==> src/rtl/simmem_rsp_bank_inorder.sv <==
// Response bank with per-ID in-order release: slots are reserved, filled by the
// memory side, then handed back to the requester in reservation order per ID.
module simmem_rsp_bank_inorder #(
    parameter int NumIds   = 4,
    parameter int Capacity = 8,
    parameter int DataW    = 16,
    localparam int IdW     = $clog2(NumIds),
    localparam int AddrW   = $clog2(Capacity),
    localparam int TktW    = AddrW + 1
) (
    input  logic                clk_i,
    input  logic                rst_ni,
    input  logic                rsv_valid_i,
    output logic                rsv_ready_o,
    input  logic [IdW-1:0]      rsv_id_i,
    output logic [AddrW-1:0]    rsv_iid_o,
    input  logic                in_rsp_valid_i,
    output logic                in_rsp_ready_o,
    input  logic [IdW-1:0]      in_rsp_id_i,
    input  logic [DataW-1:0]    in_rsp_data_i,
    input  logic [Capacity-1:0] release_en_i,
    output logic                out_rsp_valid_o,
    input  logic                out_rsp_ready_i,
    output logic [IdW-1:0]      out_rsp_id_o,
    output logic [DataW-1:0]    out_rsp_data_o,
    output logic [Capacity-1:0] released_addr_onehot_o,
    output logic [AddrW:0]      occupancy_o
);

    typedef enum logic [1:0] {
        SlotFree,
        SlotReserved,
        SlotFilled
    } slot_state_e;

    slot_state_e      state_q   [Capacity];
    slot_state_e      state_d   [Capacity];
    logic [IdW-1:0]   slot_id_q [Capacity];
    logic [TktW-1:0]  slot_tkt_q[Capacity];
    logic [DataW-1:0] slot_data_q[Capacity];

    logic [TktW-1:0]  rsv_tkt_q [NumIds];
    logic [TktW-1:0]  fill_tkt_q[NumIds];
    logic [TktW-1:0]  rel_tkt_q [NumIds];

    logic [AddrW:0]   occupancy_q;
    logic [AddrW-1:0] fill_idx;
    logic [AddrW-1:0] out_idx;
    logic             rsv_hs;
    logic             in_hs;
    logic             out_hs;

    // Slot selection: every decision looks only at registered slot state, so a
    // slot changing state this cycle cannot be picked again until the next one.
    always_comb begin
        rsv_ready_o     = 1'b0;
        rsv_iid_o       = '0;
        in_rsp_ready_o  = 1'b0;
        fill_idx        = '0;
        out_rsp_valid_o = 1'b0;
        out_idx         = '0;
        for (int i = Capacity - 1; i >= 0; i--) begin
            if (state_q[i] == SlotFree) begin
                rsv_ready_o = 1'b1;
                rsv_iid_o   = AddrW'(i);
            end
            if (state_q[i] == SlotReserved && slot_id_q[i] == in_rsp_id_i &&
                slot_tkt_q[i] == fill_tkt_q[in_rsp_id_i]) begin
                in_rsp_ready_o = 1'b1;
                fill_idx       = AddrW'(i);
            end
            if (state_q[i] == SlotFilled && release_en_i[i] &&
                slot_tkt_q[i] == rel_tkt_q[slot_id_q[i]]) begin
                out_rsp_valid_o = 1'b1;
                out_idx         = AddrW'(i);
            end
        end
    end

    assign rsv_hs = rsv_valid_i & rsv_ready_o;
    assign in_hs  = in_rsp_valid_i & in_rsp_ready_o;
    assign out_hs = out_rsp_valid_o & out_rsp_ready_i;

    always_comb begin
        out_rsp_id_o           = '0;
        out_rsp_data_o         = '0;
        released_addr_onehot_o = '0;
        if (out_rsp_valid_o) begin
            out_rsp_id_o   = slot_id_q[out_idx];
            out_rsp_data_o = slot_data_q[out_idx];
        end
        if (out_hs) begin
            released_addr_onehot_o[out_idx] = 1'b1;
        end
    end

    // The three handshakes always target slots in different states, so they
    // never collide on the same slot.
    always_comb begin
        for (int i = 0; i < Capacity; i++) begin
            state_d[i] = state_q[i];
        end
        if (rsv_hs) state_d[rsv_iid_o] = SlotReserved;
        if (in_hs)  state_d[fill_idx]  = SlotFilled;
        if (out_hs) state_d[out_idx]   = SlotFree;
    end

    always_ff @(posedge clk_i or negedge rst_ni) begin
        if (!rst_ni) begin
            for (int i = 0; i < Capacity; i++) begin
                state_q[i] <= SlotFree;
            end
        end else begin
            for (int i = 0; i < Capacity; i++) begin
                state_q[i] <= state_d[i];
            end
        end
    end

    always_ff @(posedge clk_i or negedge rst_ni) begin
        if (!rst_ni) begin
            for (int i = 0; i < Capacity; i++) begin
                slot_id_q[i]   <= '0;
                slot_tkt_q[i]  <= '0;
                slot_data_q[i] <= '0;
            end
            for (int k = 0; k < NumIds; k++) begin
                rsv_tkt_q[k]  <= '0;
                fill_tkt_q[k] <= '0;
                rel_tkt_q[k]  <= '0;
            end
            occupancy_q <= '0;
        end else begin
            if (rsv_hs) begin
                slot_id_q[rsv_iid_o]  <= rsv_id_i;
                slot_tkt_q[rsv_iid_o] <= rsv_tkt_q[rsv_id_i];
                rsv_tkt_q[rsv_id_i]   <= rsv_tkt_q[rsv_id_i] + TktW'(1);
            end
            if (in_hs) begin
                slot_data_q[fill_idx]   <= in_rsp_data_i;
                fill_tkt_q[in_rsp_id_i] <= fill_tkt_q[in_rsp_id_i] + TktW'(1);
            end
            if (out_hs) begin
                rel_tkt_q[out_rsp_id_o] <= rel_tkt_q[out_rsp_id_o] + TktW'(1);
            end
            case ({rsv_hs, out_hs})
                2'b10:   occupancy_q <= occupancy_q + (AddrW + 1)'(1);
                2'b01:   occupancy_q <= occupancy_q - (AddrW + 1)'(1);
                default: occupancy_q <= occupancy_q;
            endcase
        end
    end

    assign occupancy_o = occupancy_q;

endmodule
==> config.mk <==
export PLATFORM = sky130hd
export DESIGN_NAME = simmem_rsp_bank_inorder
export DESIGN_NICKNAME = d
export VERILOG_FILES = /design/src/rtl/simmem_rsp_bank_inorder.sv
export SDC_FILE = /design/constraint.sdc
export NUM_CORES = 1
export LEC_CHECK = 0
export CAP_MARGIN = 20
export CORE_MARGIN = 2
export CORE_UTILIZATION = 50
export CTS_BUF_LIST = sky130_fd_sc_hd__clkbuf_16
export DETAILED_ROUTE_END_ITERATION = 10
export GPL_TIMING_DRIVEN = 0
export PLACE_DENSITY = 0.75
export SYNTH_ARGS = -nofsm -noshare
export SYNTH_HDL_FRONTEND = slang
export SYNTH_SLANG_ARGS = --single-unit
==> constraint.sdc <==
create_clock -name clk_i -period 3.68 [get_ports clk_i]
set_clock_uncertainty 0.2 [all_clocks]
set_input_delay 0.552 -clock clk_i [delete_from_list [all_inputs] [get_ports clk_i]]
set_output_delay 0.552 -clock clk_i [all_outputs]
set_load 0.005 [all_outputs]
### Word-level counts from Yosys, hierarchy flattened

Cells that the tools add are included.

* output and inout bits: 36
* logic and storage cells: 305
* bits of input ports: 33
* register bits after elaboration: 244

* bitwise gates (word level): 25
* magnitude comparators: 22
* reduce and logical (&&, ||, !) cells: 48
* muxes and demuxes: 118
* add/sub/neg operators: 5
* eq/ne operators: 42

Operators with widths (number)
* 128-bit bitwise mux: 1
* 16-bit two-way mux: 7
* 4-bit two-way mux: 26
* 4-bit binary-select mux with 2-bit select: 11
* 3-bit two-way mux: 24
* 16-bit bitwise mux: 4
* 4-bit == test: 16
* 16-bit binary-select mux with 3-bit select: 1
* 16-bit demux with 3-bit select: 1
* 1-bit logical AND: 39
* 3-bit >= comparator, second input constant: 11
* 2-bit NOT with 3-bit output: 11
* 32-bit bitwise mux: 1
* 1-bit two-way mux: 25
* 4-bit demux with 2-bit select: 3
* 2-bit demux with 3-bit select: 3
* 2-bit by 1-bit == test with 1-bit output, second input constant: 9
* 2-bit == test, second input constant: 9
* 4-bit by 1-bit adder with 4-bit output, second input constant: 4
* 16-bit bitwise AND: 1
* 8-bit bitwise AND: 2
* 2-bit == test: 8
* 2-bit zero test: 8
* 16-bit NOT: 1
* 17 further kinds: 34

### Longest topological paths before layout

Gate-level depths: netlist (run 1).

* depth in word-level cells: 25
* gate-level depth with buffers: 16

### Least setup slack after synthesis (run 1)

No wires, ideal clock.

* path type: register -> register
* from: reg slot_id_q[12] (netlist bit)
* to: reg occupancy_q[3] (netlist: occupancy_o[3])
* path slack: -0.278 ns
* cell stages (with the launch flop): 17
* required time: 3.355 ns
* period minus slack after synthesis: 3.958 ns
* arrival time: 3.633 ns
* path buffers: 2
* path through: dfrtp_1 -> buf_2 -> mux4_2 -> xor2_1 -> nor4_1 -> and3_1 -> nor4_1 -> nand2_1 -> and2_0 -> clkbuf_1 -> ha_1 -> ha_1 -> a21o_1 -> a21oi_1 -> xnor2_1 -> nor2_1 -> xor2_1

* longest elaborated chain between the ends: 11

RTL lines
* start, declared: RTL line 38 `logic [IdW-1:0] slot_id_q [Capacity];`
* start signal, assigned by index: RTL line 135 `slot_id_q[rsv_iid_o] <= rsv_id_i;`
* 2-bit NOT with 3-bit output (not written as such) *: RTL line 73 `slot_tkt_q[i] == rel_tkt_q[slot_id_q[i]]) begin`
* 4-bit binary-select mux with 2-bit select *: RTL line 73
* 4-bit two-way mux (not written as such) * (2 in series): RTL line 73
* 4-bit == test *: RTL line 73
* 1-bit logical AND *: RTL line 72 `if (state_q[i] == SlotFilled && release_en_i[i] &&`
* 1-bit two-way mux * (2 in series): RTL line 72
* 1-bit bitwise AND *: RTL line 82 `assign out_hs = out_rsp_valid_o & out_rsp_ready_i;`
* 2-bit by 1-bit == test with 1-bit output / 2-bit == test (equally long branches): RTL line 146 `case ({rsv_hs, out_hs})`
* 4-bit one-hot mux with 2 select lines / 2-bit nonzero test (equally long branches)
* end signal, assigned: RTL line 147 `2'b10: occupancy_q <= occupancy_q + (AddrW + 1)'(1);`
* end signal, assigned: RTL line 148 `2'b01: occupancy_q <= occupancy_q - (AddrW + 1)'(1);`
* end signal, assigned: RTL line 149 `default: occupancy_q <= occupancy_q;`
* end, declared: RTL line 46 `logic [AddrW:0] occupancy_q;`

Every way passes the cells marked *; elsewhere a longest branch is shown, timed or not. The select of a mux whose other input is x is not followed.
A chain may end at the register's enable or synchronous reset.

### Worst setup path after layout (run 1)

* from: reg rel_tkt_q[3] (netlist bit)
* to: out out_rsp_data_o[5]

* longest elaborated chain between the ends: 18

RTL lines
* start, declared: RTL line 44 `logic [TktW-1:0] rel_tkt_q [NumIds];`
* start signal, assigned by index: RTL line 144 `rel_tkt_q[out_rsp_id_o] <= rel_tkt_q[out_rsp_id_o] + TktW'(1);`
* 4-bit binary-select mux with 2-bit select: RTL line 73
* 4-bit two-way mux (not written as such) (2 in series): RTL line 73
* 4-bit == test: RTL line 73
* 1-bit logical AND: RTL line 72
* 3-bit two-way mux (8 in series): RTL line 72
* 3-bit NOT with 4-bit output (not written as such): RTL line 90 `out_rsp_data_o = slot_data_q[out_idx];`
* 16-bit binary-select mux with 3-bit select: RTL line 90
* 16-bit two-way mux (not written as such) (2 in series): RTL line 90
* 16-bit two-way mux *: RTL line 88 `if (out_rsp_valid_o) begin`
* end, declared: RTL line 25 `output logic [DataW-1:0] out_rsp_data_o,`

Marked as above.

==> results of run 1 <==
[sequential cells by signal (all words and copies together) (netlist names)]
signal	flops
fill_tkt_q	16
occupancy_o	4
rel_tkt_q	16
rsv_tkt_q	16
slot_data_q	128
slot_id_q	16
slot_tkt_q	32
state_q	16
[stage by stage]
stage                     setup TNS [ns]  hold slack (ns)
final                             -25.87            0.264
after global routing              -32.13            0.287
after CTS                         -19.33            0.269
after detailed placement         -132.37            0.257
after global placement          -2171.00            0.254
after floorplan                    -2.59           0.0564
[cells in the final DEF (no fill, tap or decap), drive strengths merged, types with 5 or more instances in the layout]
cell type	netlist	layout
o211ai	6	6
xnor2	57	57
nand2	46	46
o21ai	33	33
nor4	7	7
clkbuf	35	54
mux2	205	205
nand4	8	8
o221ai	18	18
nand2b	5	5
mux4	38	39
nor3b	6	6
ha	6	6
nor2	49	49
o32ai	5	5
buf	34	170
and2	6	6
nor3	14	14
mux2i	41	41
xor2	34	34
clkdlybuf4s50	0	34
a21oi	43	43
o22ai	20	20
clkinv	0	7
nand3	42	42
and3	9	9
dfrtp	244	244
inv	22	32
[Yosys cell counts (31+ instances only)]
library cell	instances
sky130_fd_sc_hd__mux4_2	38
sky130_fd_sc_hd__nand2_1	46
sky130_fd_sc_hd__nand3_1	41
sky130_fd_sc_hd__a21oi_1	39
sky130_fd_sc_hd__o21ai_0	31
sky130_fd_sc_hd__xnor2_1	57
sky130_fd_sc_hd__mux2_2	204
sky130_fd_sc_hd__xor2_1	33
sky130_fd_sc_hd__clkbuf_1	35
sky130_fd_sc_hd__dfrtp_1	244
sky130_fd_sc_hd__nor2_1	49
sky130_fd_sc_hd__mux2i_1	41
[critical path: stages, from the launching register on]
cell                       delay (ns)
sky130_fd_sc_hd__dfrtp_2         0.46
sky130_fd_sc_hd__buf_4           0.17
sky130_fd_sc_hd__mux4_2          0.50
sky130_fd_sc_hd__xor2_2          0.17
sky130_fd_sc_hd__nor4_2          0.23
sky130_fd_sc_hd__buf_4           0.18
sky130_fd_sc_hd__nand3_4         0.11
sky130_fd_sc_hd__o211ai_2        0.21
sky130_fd_sc_hd__buf_6           0.18
sky130_fd_sc_hd__buf_6           0.15
sky130_fd_sc_hd__buf_12          0.14
sky130_fd_sc_hd__buf_12          0.10
sky130_fd_sc_hd__mux2i_1         0.18
sky130_fd_sc_hd__nand2_1         0.08
sky130_fd_sc_hd__nand3_2         0.07
sky130_fd_sc_hd__a21oi_2         0.04
sky130_fd_sc_hd__buf_2           0.13
[timing repair]
action / in CTS / in global routing
hold buffers: 1 / 0
setup endpoints to repair: 146 / 75
setup buffers: 89 / 22
cloned: 7 / 0
hold endpoints to repair: 83 / 0
resized for setup: 395 / 42
pin swaps: 59 / 28
[final cells by class]
| cell class | instances | share of cell area (%) |
|---|---|---|
| clock inverters | 18 | 0.550 |
| clock buffers | 27 | 3.91 |
| inverters | 22 | 0.492 |
| repair buffers | 181 | 10.0 |
| well taps | 335 | 2.43 |
| flip-flops and latches | 244 | 35.4 |
| plain buffers | 53 | 3.16 |
| multi-input cells | 749 | 44.0 |
[cell families (layout without fill, tap and decap cells)]
logic type / count (synthesis) / in the layout / synth area share, %
compound gates: 158 / 158 / 8.68
buf+inv: 91 / 301 / 3.14
xor+xnor: 91 / 91 / 6.09
fa+ha+maj: 7 / 7 / 0.720
mux: 284 / 285 / 27.1
simple gates: 208 / 208 / 8.10
flops: 244 / 244 / 46.2
[power groups by stage]
stage                     Combinational (W)  Clock (W)  Sequential (W)
after floorplan                     0.00404          0         0.00439
after global placement              0.00515          0         0.00469
after detailed placement            0.00531          0         0.00473
after CTS                           0.00648    0.00245         0.00484
after global routing                0.00731    0.00258         0.00507
final                               0.00685    0.00244         0.00498
[layer usage]
metal  track usage [%]  part of all wire [%]
met5                 0                     0
met4              10.1                   3.6
met3              5.77                   9.0
met2              46.5                    47
met1              41.0                    41
[worst max path at each step]
stage / depth (start not counted) / slack [ns] / from / to
4_1_cts: 16 / -0.64 / rel_tkt_q[3] / out_rsp_data_o[5]
5_1_grt: 15 / -0.83 / rel_tkt_q[3] / out_rsp_data_o[13]
3_5_place_dp: 13 / -1.30 / slot_id_q[13] / out_rsp_data_o[13]
2_1_floorplan: 14 / -0.12 / in_rsp_id_i[0] / slot_data_q[10]
6_report: 16 / -0.74 / rel_tkt_q[3] / out_rsp_data_o[5]
3_3_place_gp: 1 / -8.42 / rst_ni / slot_data_q[1]
==> reports/results.txt, run 1 <==
The flow ran to the end, but the final reports show violations. The checks that failed: setup timing. The type of the setup path with the least slack was flop to primary output.

The final setup violation count came out at 46. The clock-pin transition on the worst setup and hold timing paths works out to 0.06 ns. The DRC violations left is 0, and the post-synthesis instance area is 13,200 um^2. Measured on the finished design, the core utilization comes to 66.5%. The synthesized design contains 244 register bits. The worst path in the final design needs a cycle of 4.42 ns, including I/O delays and setup. The analysis attributes to net switching a power of 0.00559 W. The tools report the total number of H-tree levels as 1.

The end point of the most critical hold path is occupancy_o[3]. The hold path startpoint was occupancy_o[3]. TritonCTS created 27 clock buffers. The pre-antenna-repair detailed-routing pass consisted of 7 iterations. The worst register-to-register path has a setup slack of -0.67 ns.

Net switching fraction of the power: 39.1%. The first global-routing pass estimated 63,900 um of wire. Summed over all layers, the routed wires come to 41,300 um. The synthesized netlist contains 71 unique library cells. The share of the clock period used by the worst path after layout is 120%, and the number of max-slew violations in the final report is 0.

The launch instance of the worst register-to-register path is rel_tkt_q[3]. For this run, the number of standard cells in the final layout without fillers is 1,629. No sink is reached through more buffers than the 3 on the longest clock path. TritonCTS built the clock tree. The routed layout has 10,500 vias.

The cell-internal power is 0.00869 W, and the net count after synthesis is 1,123. The run gives 24,200 um as the half-perimeter wire length of the detailed placement result. Number of antenna violations at the first check in global routing: 0. The fraction of synthesis flops using an asynchronous set or reset pin was 100%; the number of top-level pins was 69. The number of antenna diodes was 0; the fraction of layout instances using a drive strength above 1 was 48.1%. The run gives 0 as the count of final hold-check violations.

Area of the core region: 26,000 um^2. Summing internal, switching and leakage power gives 0.0143 W. Registers take 6130 um^2. The worst setup path is captured at a primary output. The clock network is responsible for 17.1% of the overall power.

The layout filler cell count is 1,761, and the count of flip-flops with a built-in enable after synthesis is 0. The die is 167 um wide. The run gives 244 as the number of sinks on the clock net.

The run gives 0.226 GHz as the peak clock frequency supported by timing. The relative area change from synthesis to final layout was 30.8%. The final-stage net count came out at 1,318. For this design the ratio of total power to cell area is 826 nW/um^2. The path class of the tightest hold or removal check is flop to flop. Data on the critical path is required at its endpoint by 2.93 ns. The endpoint identified for the worst register-to-register timing path is rel_tkt_q[10]. The count of cells along the worst hold path was 1; the logic gate share of total power was 48.0%. The cell sitting at the root of the clock tree is a sky130_fd_sc_hd__clkbuf_16. The count of input and output buffers is 63. The tool flagged a number of max-cap violations equal to 0.

The largest total area in the synthesized netlist belongs to sky130_fd_sc_hd__dfrtp_1. Before CTS, the worst setup slack after placement is -1.30 ns. The tools report the standby leakage power as 7.36 nW. By area the synthesized netlist is led by sky130_fd_sc_hd__dfrtp_1 (46%), sky130_fd_sc_hd__mux2_2 (17%), sky130_fd_sc_hd__mux4_2 (6.5%), sky130_fd_sc_hd__xnor2_1 (3.8%), sky130_fd_sc_hd__mux2i_1 (3.1%). For the pin with the worst max-slew slack, the measured transition is 1.14 ns.

Averaged over all synthesized cells, the footprint is 12.2 um^2. For this run, the register share of the synthesized area comes to 46.2%. The placed instances occupy a cell area of 14,400 um^2. In the final routed layout, each cell accounts on average for 25.4 um. The logs give 34.9% for the sequential share of power and 7600 um^2 for the multi-input logic area. The top flip-flop cell by instance count after synthesis is sky130_fd_sc_hd__dfrtp_1. Dividing the detail-routed via count by the number of cells gives 6.43.

The die height came out at 167 um. The global placement routability congestion is 0.949. Including well taps, the total number of placed cells is 1,483.

The largest fanout on the critical path is 8. STA puts the critical path data arrival time at 3.67 ns. The tools report the synthesis warning total as 0. The run gives 27,700 um^2 as the die footprint.

The synthesized netlist cell count is 1,083. STA classifies the critical path startpoint as a flop. Entering global routing, the biggest net connects 92 pins. IR analysis of the VDD net gives a maximum drop of 0.000434 V.

For the slack of the critical path, the log shows -0.743 ns. After floorplanning, the core was divided into 59 placement rows. The final antenna-violating net count came out at 0.

The run gives 29.4% as the global routing usage summed across all routing layers. The share of synthesized area in the top cell type comes to 46.2%. Sum of overflow across all layers after global routing: 0. The first routing iteration left 1,011 violations. The number of cell instances on the worst register-to-register path is 19. Setup repair after global routing could not meet its margin everywhere. The logs give 23.9% for the relative slew slack and 0.56 ns for the source-to-sink clock delay at the later pin of the worst-skew pair. For this configuration, the core starts out at a cell density of 50.8%. For the via count of the first global-routing pass, the log shows 10,700. With fillers left out, the area of the finished cells amounts to 17,300 um^2.
Power figures use the tool's default switching activity.
==> inputs of run 2 (changes only) <==
Settings changed: PLACE_DENSITY 0.75 to 0.71.
==> run 2 against run 1 <==
Compared with the run above:
- the flow still finishes with violations (setup timing)
- hold slack better by 0.0066 ns
- power increased by 0.89%
- cell area up 0.36%
- setup slack worse by 0.24 ns
- critical path depth grew 1
- die area did not move
- flip-flop and latch count unchanged
- via count fell by 1.3%
- core utilization rose by 0.24 points
- clock power is 13% higher
- critical endpoint is now out_rsp_data_o[13]
- largest cell class unchanged
- largest power group unchanged
- highest routed layer unchanged
==> reports/results.txt, run 2 (synthesized netlist as in run 1, its figures left out) <==
The flow ran to the end, but the final reports show violations. The final reports fail on setup timing. The via count of the first global-routing pass was 10,400 (-2.5%).

The register containing the most flip-flops in the final layout was slot_data_q. The library cell used most frequently in the layout, excluding fill and tap cells, is sky130_fd_sc_hd__dfrtp_1. The number of flip-flops under the largest register name came out at 128 (unchanged). Traced cell by cell, the critical path runs through buf_6 -> mux4_2 -> xor2_1 -> nor4_2 -> nand3_1 -> buf_6 -> o211ai_4 -> buf_8 -> buf_6 -> buf_12 -> buf_8 -> buf_6 -> mux2i_1 -> nand2_1 -> nand3_2 -> a21oi_1 -> buf_2.

For hold timing, the worst endpoint is occupancy_o[3]. For the peak clock frequency supported by timing, the log shows 0.215 GHz (-5.1%). Time the final worst path needs with I/O delays and setup: 4.66 ns (+0.237 ns). Setup repair after global routing could not meet its margin everywhere. The final-stage net count was 1,321 (+0.23%). Type of the setup path with the least slack: flop to primary output. The count of input and output buffers works out to 63 (unchanged). Maximum buffer depth of the clock tree: 3 (unchanged). The critical path launch point type is a flop. The DRC violations left is 0 (unchanged), and the count of cells along the worst hold path is 1 (unchanged).

The number of antenna violations at the first check in global routing came out at 0 (unchanged). Die height: 167 um (unchanged). The logs give 69 (unchanged) for the number of top-level pins and 0.0144 W (+0.89%) for the power after layout. The cell with the largest stage delay on the worst path was sky130_fd_sc_hd__mux4_2. In the layout the commonest cells are sky130_fd_sc_hd__dfrtp_1 (228), sky130_fd_sc_hd__mux2_2 (201), sky130_fd_sc_hd__buf_4 (80). Accumulated negative setup slack: -30.36 ns (-4.49 ns). For the number of max-slew violations in the final report, the log shows 0 (unchanged). The logic gate share of total power was 46.7% (-1.3 points). The run gives 106 (+15%) as the pin count of the biggest net entering global routing. The initial core utilization was 50.8% (unchanged); the net switching power was 0.00550 W (-1.6%). The run gives 0 (unchanged) as the count of final hold-check violations. Final antenna-violating net count: 0 (unchanged). For the global routing usage summed across all routing layers, the log shows 28.0% (-1.4 points). The tools report the source-to-sink clock delay at the later pin of the worst-skew pair as 0.56 ns (about the same). Clock root buffer master: sky130_fd_sc_hd__clkbuf_16. The worst-margin pin slew was 1.13 ns (-0.00835 ns); the detailed router's first-iteration violation count was 1,081 (+6.9%). The tools report the maximum resistive drop on vdd as 0.000595 V (+37%). The average wire per standard cell was 25.2 um (-0.72%). The critical path required time was 2.93 ns (about the same); the largest fanout on the critical path was 7 (-1). The tools report the area of the core region as 26,000 um^2 (unchanged). For the half-perimeter wire length of the detailed placement result, the log shows 24,500 um (+1.2%).

The power per cell area was 830 nW/um^2 (+0.53%); the cell area after placement was 14,400 um^2 (unchanged). The run gives 27 (unchanged) as the number of buffers created by CTS. STA classifies the critical path endpoint as a primary output. The logs give 0.935 (-1.4%) for the global placement routability congestion and 10,300 (-1.3%) for the number of vias after detailed routing. Number of sinks on the clock net: 244 (unchanged). The worst hold path begins at occupancy_o[3].

The number of detailed-route iterations in the first pass was 7 (unchanged). For the register-to-register setup slack, the log shows -0.77 ns (-0.10 ns). The startpoint identified for the worst register-to-register timing path is rel_tkt_q[3]. The floorplan die width came out at 167 um (unchanged). For the relative slew slack, the log shows 24.5% (+0.64 points). The share of the clock period used by the worst path after layout was 127% (+6.4 points); the relative area change from synthesis to final layout was 31.3%. The peak per-stage delay on the critical path came out at 0.50 ns (about the same). The standby leakage power was 7.36 nW (about the same). The fraction of layout instances using a drive strength above 1 came out at 47.1% (-0.99 points). The row count was 59 (unchanged). TritonCTS built the clock tree. The logs give 1 (unchanged) for the total number of H-tree levels and 0 (unchanged) for the sum of overflow across all layers after global routing. The most numerous cell type found on the critical path is sky130_fd_sc_hd__buf_6. The wire length of the first global-routing pass came out at 60,600 um (-5.2%). The clock-pin transition on the worst setup and hold timing paths is 0.06 ns (about the same), and the max-capacitance violation count is 0 (unchanged).

The number of antenna diodes came out at 0 (unchanged). The portion of total power attributed to the clock network was 19.2% (+2.1 points); the net switching fraction of the power was 38.2% (-0.96 points). For the slack of the critical path, the log shows -0.979 ns (-0.237 ns).

The largest registers in the layout are slot_data_q: 128 flops, slot_tkt_q: 32 flops. The endpoint identified for the worst register-to-register timing path is rel_tkt_q[14]. The run gives 0.270 ns (+0.00657 ns) as the final hold slack. The die footprint was 27,700 um^2 (unchanged); the final wirelength was 41,200 um (-0.35%).

The critical path starts at rel_tkt_q[3]. The type of the tightest min-delay check was flop to flop. The cell-internal power is 0.00891 W (+2.5%). The layout filler cell count is 1,801 (+2.3%), and the data arrival time at the worst-slack endpoint is 3.91 ns (+0.24 ns). The design area is 17,300 um^2 (+0.36%), and the sequential share of power is 34.2% (-0.7 points). The number of vias per cell is 6.33 (-1.6%). For the final setup violation count, the log shows 46 (unchanged). The number of cell instances on the worst register-to-register path was 21 (+2).
==> run 2: cell types whose count changed in the layout (fill, tap and decap cells not counted), moves of 4 or more <==
cell / before / now
sky130_fd_sc_hd__o221ai_2: 12 / 2
sky130_fd_sc_hd__buf_4: 74 / 80
sky130_fd_sc_hd__inv_1: 30 / 25
sky130_fd_sc_hd__buf_12: 9 / 16
sky130_fd_sc_hd__buf_8: 3 / 11
sky130_fd_sc_hd__buf_2: 29 / 18
sky130_fd_sc_hd__clkbuf_2: 2 / 15
sky130_fd_sc_hd__o221ai_1: 6 / 16
sky130_fd_sc_hd__clkinv_1: 4 / 8
sky130_fd_sc_hd__bufinv_16: 0 / 4
sky130_fd_sc_hd__mux2i_1: 34 / 38
sky130_fd_sc_hd__buf_6: 51 / 40
sky130_fd_sc_hd__clkbuf_8: 6 / 1
==> run 2: timing repair <==
item,in CTS,in global routing
setup buffers,76,40
endpoints found under the setup margin,157,73
pin swaps,42,55
gates cloned,3,1
resized for setup,282,133
hold buffers,1,0
hold endpoints to repair,67,0
==> run 2: cell type report <==
cell class                      instances  area [um^2]  share of cell area, %
Inverter                               22         85.1                  0.491
Buffer                                 54          556                   3.20
Multi-Input combinational cell        748         7500                   43.2
Timing Repair Buffer                  184         1780                   10.2
Clock buffer                           27          676                   3.90
Clock inverter                         21          211                   1.22
Sequential cell                       244         6130                   35.3
Tap cell                              335          419                   2.42
==> run 2: how the worst max path moves through the flow <==
stage | slack, ns | cells past startpoint | end
final | -0.98 | 17 | out_rsp_data_o[13]
after global routing | -1.06 | 17 | out_rsp_data_o[13]
after CTS | -0.82 | 14 | out_rsp_data_o[15]
after detailed placement | -1.30 | 11 | out_rsp_data_o[10]
after global placement | -8.49 | 1 | slot_data_q[8]
after floorplan | -0.12 | 14 | slot_data_q[10]
==> run 2: metal layers <==
metal | global-route usage (%) | share of wire, % | vias up
met5 | 0 | 0 | -
met4 | 9.78 | 3.5 | 0
met3 | 4.30 | 8.0 | 106
met2 | 44.7 | 47 | 553
met1 | 39.2 | 41 | 5302
li1 | - | - | 4385
==> run 2: stage by stage <==
step / utilization, % / std cells / setup slack, ns
floorplan: - / 1083 / -0.116
global placement: 55.0 / 1481 / -8.49
global route: 66.8 / 1635 / -1.06
detailed placement: 55.3 / 1483 / -1.30
finish: 66.8 / 1635 / -0.979
CTS: 64.4 / 1601 / -0.816
==> run 2: power groups by stage <==
stage	Sequential, W	Clock (W)	Combinational [W]
after floorplan	0.00439	0	0.00404
after global placement	0.00468	0	0.00516
after detailed placement	0.00473	0	0.00532
after CTS	0.00478	0.00278	0.00624
after global routing	0.00501	0.00292	0.00719
final	0.00492	0.00276	0.00672
==> run 2: critical path, delay by kind of cell (launching register included) <==
family                 cells  cell delay (ns)
XOR/XNOR                   1             0.17
AND/OR/NAND/NOR            4             0.68
flip-flops                 1             0.46
AO/OA/AOI/OAI              2             0.25
multiplexers               2             0.69
buffers and inverters      8             1.10
==> inputs of run 3 (changes only) <==
Settings changed: DONT_BUFFER_PORTS set to 1, PLACE_DENSITY 0.71 to 0.68.
==> run 3 against run 2 <==
Compared with the run above:
- the run ends with hold timing, setup timing left
- critical path depth decreased by 6
- hold slack got worse by 0.78 ns
- clock power decreased by 4%
- final cell count decreased by 4.4%
- routed wire length decreased by 4.0%
- critical endpoint is now out_rsp_id_o[0]
- largest power group unchanged
==> reports/results.txt, run 3 (synthesized netlist as in run 1, its figures left out) <==
The run finished, with violations left. The final reports fail on hold timing, setup timing. The DRC violations left came out at 0 (unchanged). Most common cell after layout, fill and taps aside: sky130_fd_sc_hd__dfrtp_1. The logs give 0.00863 W (-3.1%) for the cell-internal power and 2 (+2) for the number of antenna violations at the first check in global routing. The maximum resistive drop on vdd is 0.000477 V (-20%), and the final hold slack is -0.505 ns (-0.776 ns). The logs give 3.56 ns (-0.35 ns) for the data arrival time at the worst-slack endpoint and 46 (unchanged) for the final setup violation count. The portion of total power attributed to the clock network came out at 18.9% (-0.3 points). The share of the clock period used by the worst path after layout was 117% (-9.4 points); the die height was 167 um (unchanged).

The tools report the row count as 59 (unchanged). The number of cell instances on the worst register-to-register path works out to 17 (-19%). The library cells used most frequently in the layout, excluding fill and tap cells, are sky130_fd_sc_hd__dfrtp_1 (227), sky130_fd_sc_hd__mux2_2 (203), sky130_fd_sc_hd__buf_4 (83). The standby leakage power is 6.96 nW (-5.4%). The die footprint is 27,700 um^2 (unchanged). For the global placement routability congestion, the log shows 0.931 (-0.44%). The routed length on met3 came out at 3560 um (+7.3%).

The logs give 5 (-2) for the number of detailed-route iterations in the first pass and 0.232 GHz (+8.0%) for the peak clock frequency supported by timing. The register-to-register setup slack is -0.61 ns (+0.16 ns). For the net switching power, the log shows 0.00531 W (-3.4%).

The pin count of the biggest net entering global routing was 245 (+130%); the final wirelength was 39,500 um (-4.0%). The slack of the critical path came out at -0.635 ns (+0.345 ns). Routed signal wires occupy layers up through met4. The tools report the sequential share of power as 35.0% (+0.8 points). The total number of H-tree levels came out at 1 (unchanged).

The met2 routed wirelength was 18,100 um (-7.0%); the number of max-slew violations in the final report was 0 (unchanged). In the final layout, the registers with the most flip-flops are slot_data_q: 128 flops, slot_tkt_q: 32 flops. The run gives 9,998 (-3.4%) as the number of vias after detailed routing. The min-delay analysis places its worst path in the category primary input to async pin.

The final antenna-violating net count came out at 0 (unchanged). Time the final worst path needs with I/O delays and setup: 4.31 ns (-0.345 ns). The critical path capture point type was a primary output.

The floorplan die width works out to 167 um (unchanged). The worst-margin pin slew came out at 1.08 ns (-0.0482 ns). TritonCTS built the clock tree. The number of flip-flops under the largest register name works out to 128 (unchanged).

The detailed router's first-iteration violation count was 1,158 (+7.1%); the sum of overflow across all layers after global routing was 0 (unchanged). Power per cell area: 841 nW/um^2 (+1.2%). The critical path ends at out_rsp_id_o[0].

Logic gate share of total power: 46.1% (-0.6 points). The net switching fraction of the power is 38.1% (-0.079 points), and the maximum buffer depth of the clock tree is 3 (unchanged). The run gives 59,000 um (-2.5%) as the wire length of the first global-routing pass. The logs give 0.56 ns (about the same) for the source-to-sink clock delay at the later pin of the worst-skew pair and 69 (unchanged) for the number of top-level pins. Setup repair after global routing could not meet its margin everywhere.

For the relative slew slack, the log shows 27.7% (+3.1 points). Compared with the post-synthesis result, the final layout area differs by 25.5%. CTS placed an instance of sky130_fd_sc_hd__clkbuf_16 at the clock tree root. For the global routing usage summed across all routing layers, the log shows 27.3% (-0.66 points). The launch instance of the worst register-to-register path was rel_tkt_q[11]. The worst slack at placement was -1.23 ns (+0.0750 ns); the count of final hold-check violations was 244 (+244). The number of buffers created by CTS is 28 (+3.7%), and the power after layout is 0.0139 W (-3.2%). The fraction of layout instances using a drive strength above 1 was 46.2% (-0.91 points); the average wire per standard cell was 25.3 um (+0.38%). The largest fanout on the critical path was 6 (-1); the number of sinks on the clock net was 244 (unchanged). slot_data_q holds more flip-flops than any other register. The via count of the first global-routing pass was 9,911 (-4.9%); the initial core utilization was 50.8% (unchanged). The area of the core region was 26,000 um^2 (unchanged). The number of vias per cell works out to 6.40 (+1.1%). The cell count after placement was 1,419 (-4.3%). The total routed wire length on the met1 layer is 16,400 um (-3.6%). The half-perimeter wire length of the detailed placement result is 24,100 um (-1.7%). The max-capacitance violation count was 0 (unchanged). Final-stage net count: 1,253 (-5.1%). The origin of the worst setup path was rel_tkt_q[11].

The clock-pin transition on the worst setup and hold timing paths works out to 0.06 ns (about the same). The critical path required time was 2.93 ns (about the same). Count of input and output buffers: 0 (-100%). The worst register-to-register path ends at rel_tkt_q[2]. The worst setup path is launched from a flop. The setup path with the least slack is of type flop to primary output.

The non-filler instance count after layout came out at 1,563 (-4.4%).
run 3: repair_timing:
item	in CTS	in global routing
cloned	1	1
buffers inserted	46	50
gates resized for setup	213	79
hold endpoints to repair	373	246
pin swaps	30	35
endpoints found under the setup margin	162	128
hold buffers	17	1
run 3: layer usage:
layer | track usage (%) | vias to the layer above
met5 | 0 | -
met3 | 6.35 | 117
li1 | - | 4274
met2 | 41.4 | 474
met4 | 9.63 | 0
met1 | 38.9 | 5133
run 3: layout make-up:
| class | instances | area [um^2] |
|---|---|---|
| Fill cell | 1915 | 9400 |
| Multi-Input combinational cell | 749 | 7500 |
| Sequential cell | 244 | 6130 |
| Timing Repair Buffer | 116 | 1050 |
| Clock buffer | 28 | 701 |
| Buffer | 52 | 558 |
| Tap cell | 335 | 419 |
| Clock inverter | 15 | 141 |
| Inverter | 22 | 85.1 |
| Antenna cell | 2 | 5.00 |
run 3: worst min path at each step:
stage | start | endpoint | slack (ns) | depth (start not counted)
4_1_cts | rst_ni | fill_tkt_q[12] | -0.52 | 0
6_report | rst_ni | rsv_tkt_q[13] | -0.51 | 0
3_5_place_dp | rst_ni | rsv_tkt_q[10] | 0.06 | 0
3_3_place_gp | rst_ni | rsv_tkt_q[13] | 0.06 | 0
2_1_floorplan | rst_ni | fill_tkt_q[0] | 0.06 | 0
5_1_grt | rst_ni | rsv_tkt_q[13] | -0.52 | 0
run 3: worst max-delay path, cell delays in order, from the launching register on:
cell                        delay [ns]
sky130_fd_sc_hd__dfrtp_2          0.48
sky130_fd_sc_hd__buf_4            0.17
sky130_fd_sc_hd__mux4_2           0.45
sky130_fd_sc_hd__xor2_1           0.17
sky130_fd_sc_hd__nor4_2           0.39
sky130_fd_sc_hd__nand3_2          0.17
sky130_fd_sc_hd__o2111ai_2        0.14
sky130_fd_sc_hd__o211ai_4         0.14
sky130_fd_sc_hd__buf_4            0.16
sky130_fd_sc_hd__mux2_4           0.31
sky130_fd_sc_hd__o21ai_4          0.27
sky130_fd_sc_hd__buf_8            0.17
run 3: metrics by stage:
step / TNS, ns / hold slack (ns) / cell area, um^2 / utilization (%)
after CTS: -14.53 / -0.520 / 15900 / 61.2
after detailed placement: -127.51 / 0.0632 / 13700 / 52.7
after global routing: -27.50 / -0.522 / 16600 / 63.8
after floorplan: -2.59 / 0.0564 / 13300 / -
final: -21.41 / -0.505 / 16600 / 63.8
after global placement: -120.53 / 0.0644 / 13700 / 52.6
run 3: power groups by stage:
stage / registers, W / clock network, W / logic [W]
5_1_grt: 0.00499 / 0.00277 / 0.00688
2_1_floorplan: 0.00439 / 0 / 0.00404
6_report: 0.00488 / 0.00264 / 0.00642
4_1_cts: 0.00480 / 0.00266 / 0.00577
3_5_place_dp: 0.00474 / 0 / 0.00500
3_3_place_gp: 0.00468 / 0 / 0.00485
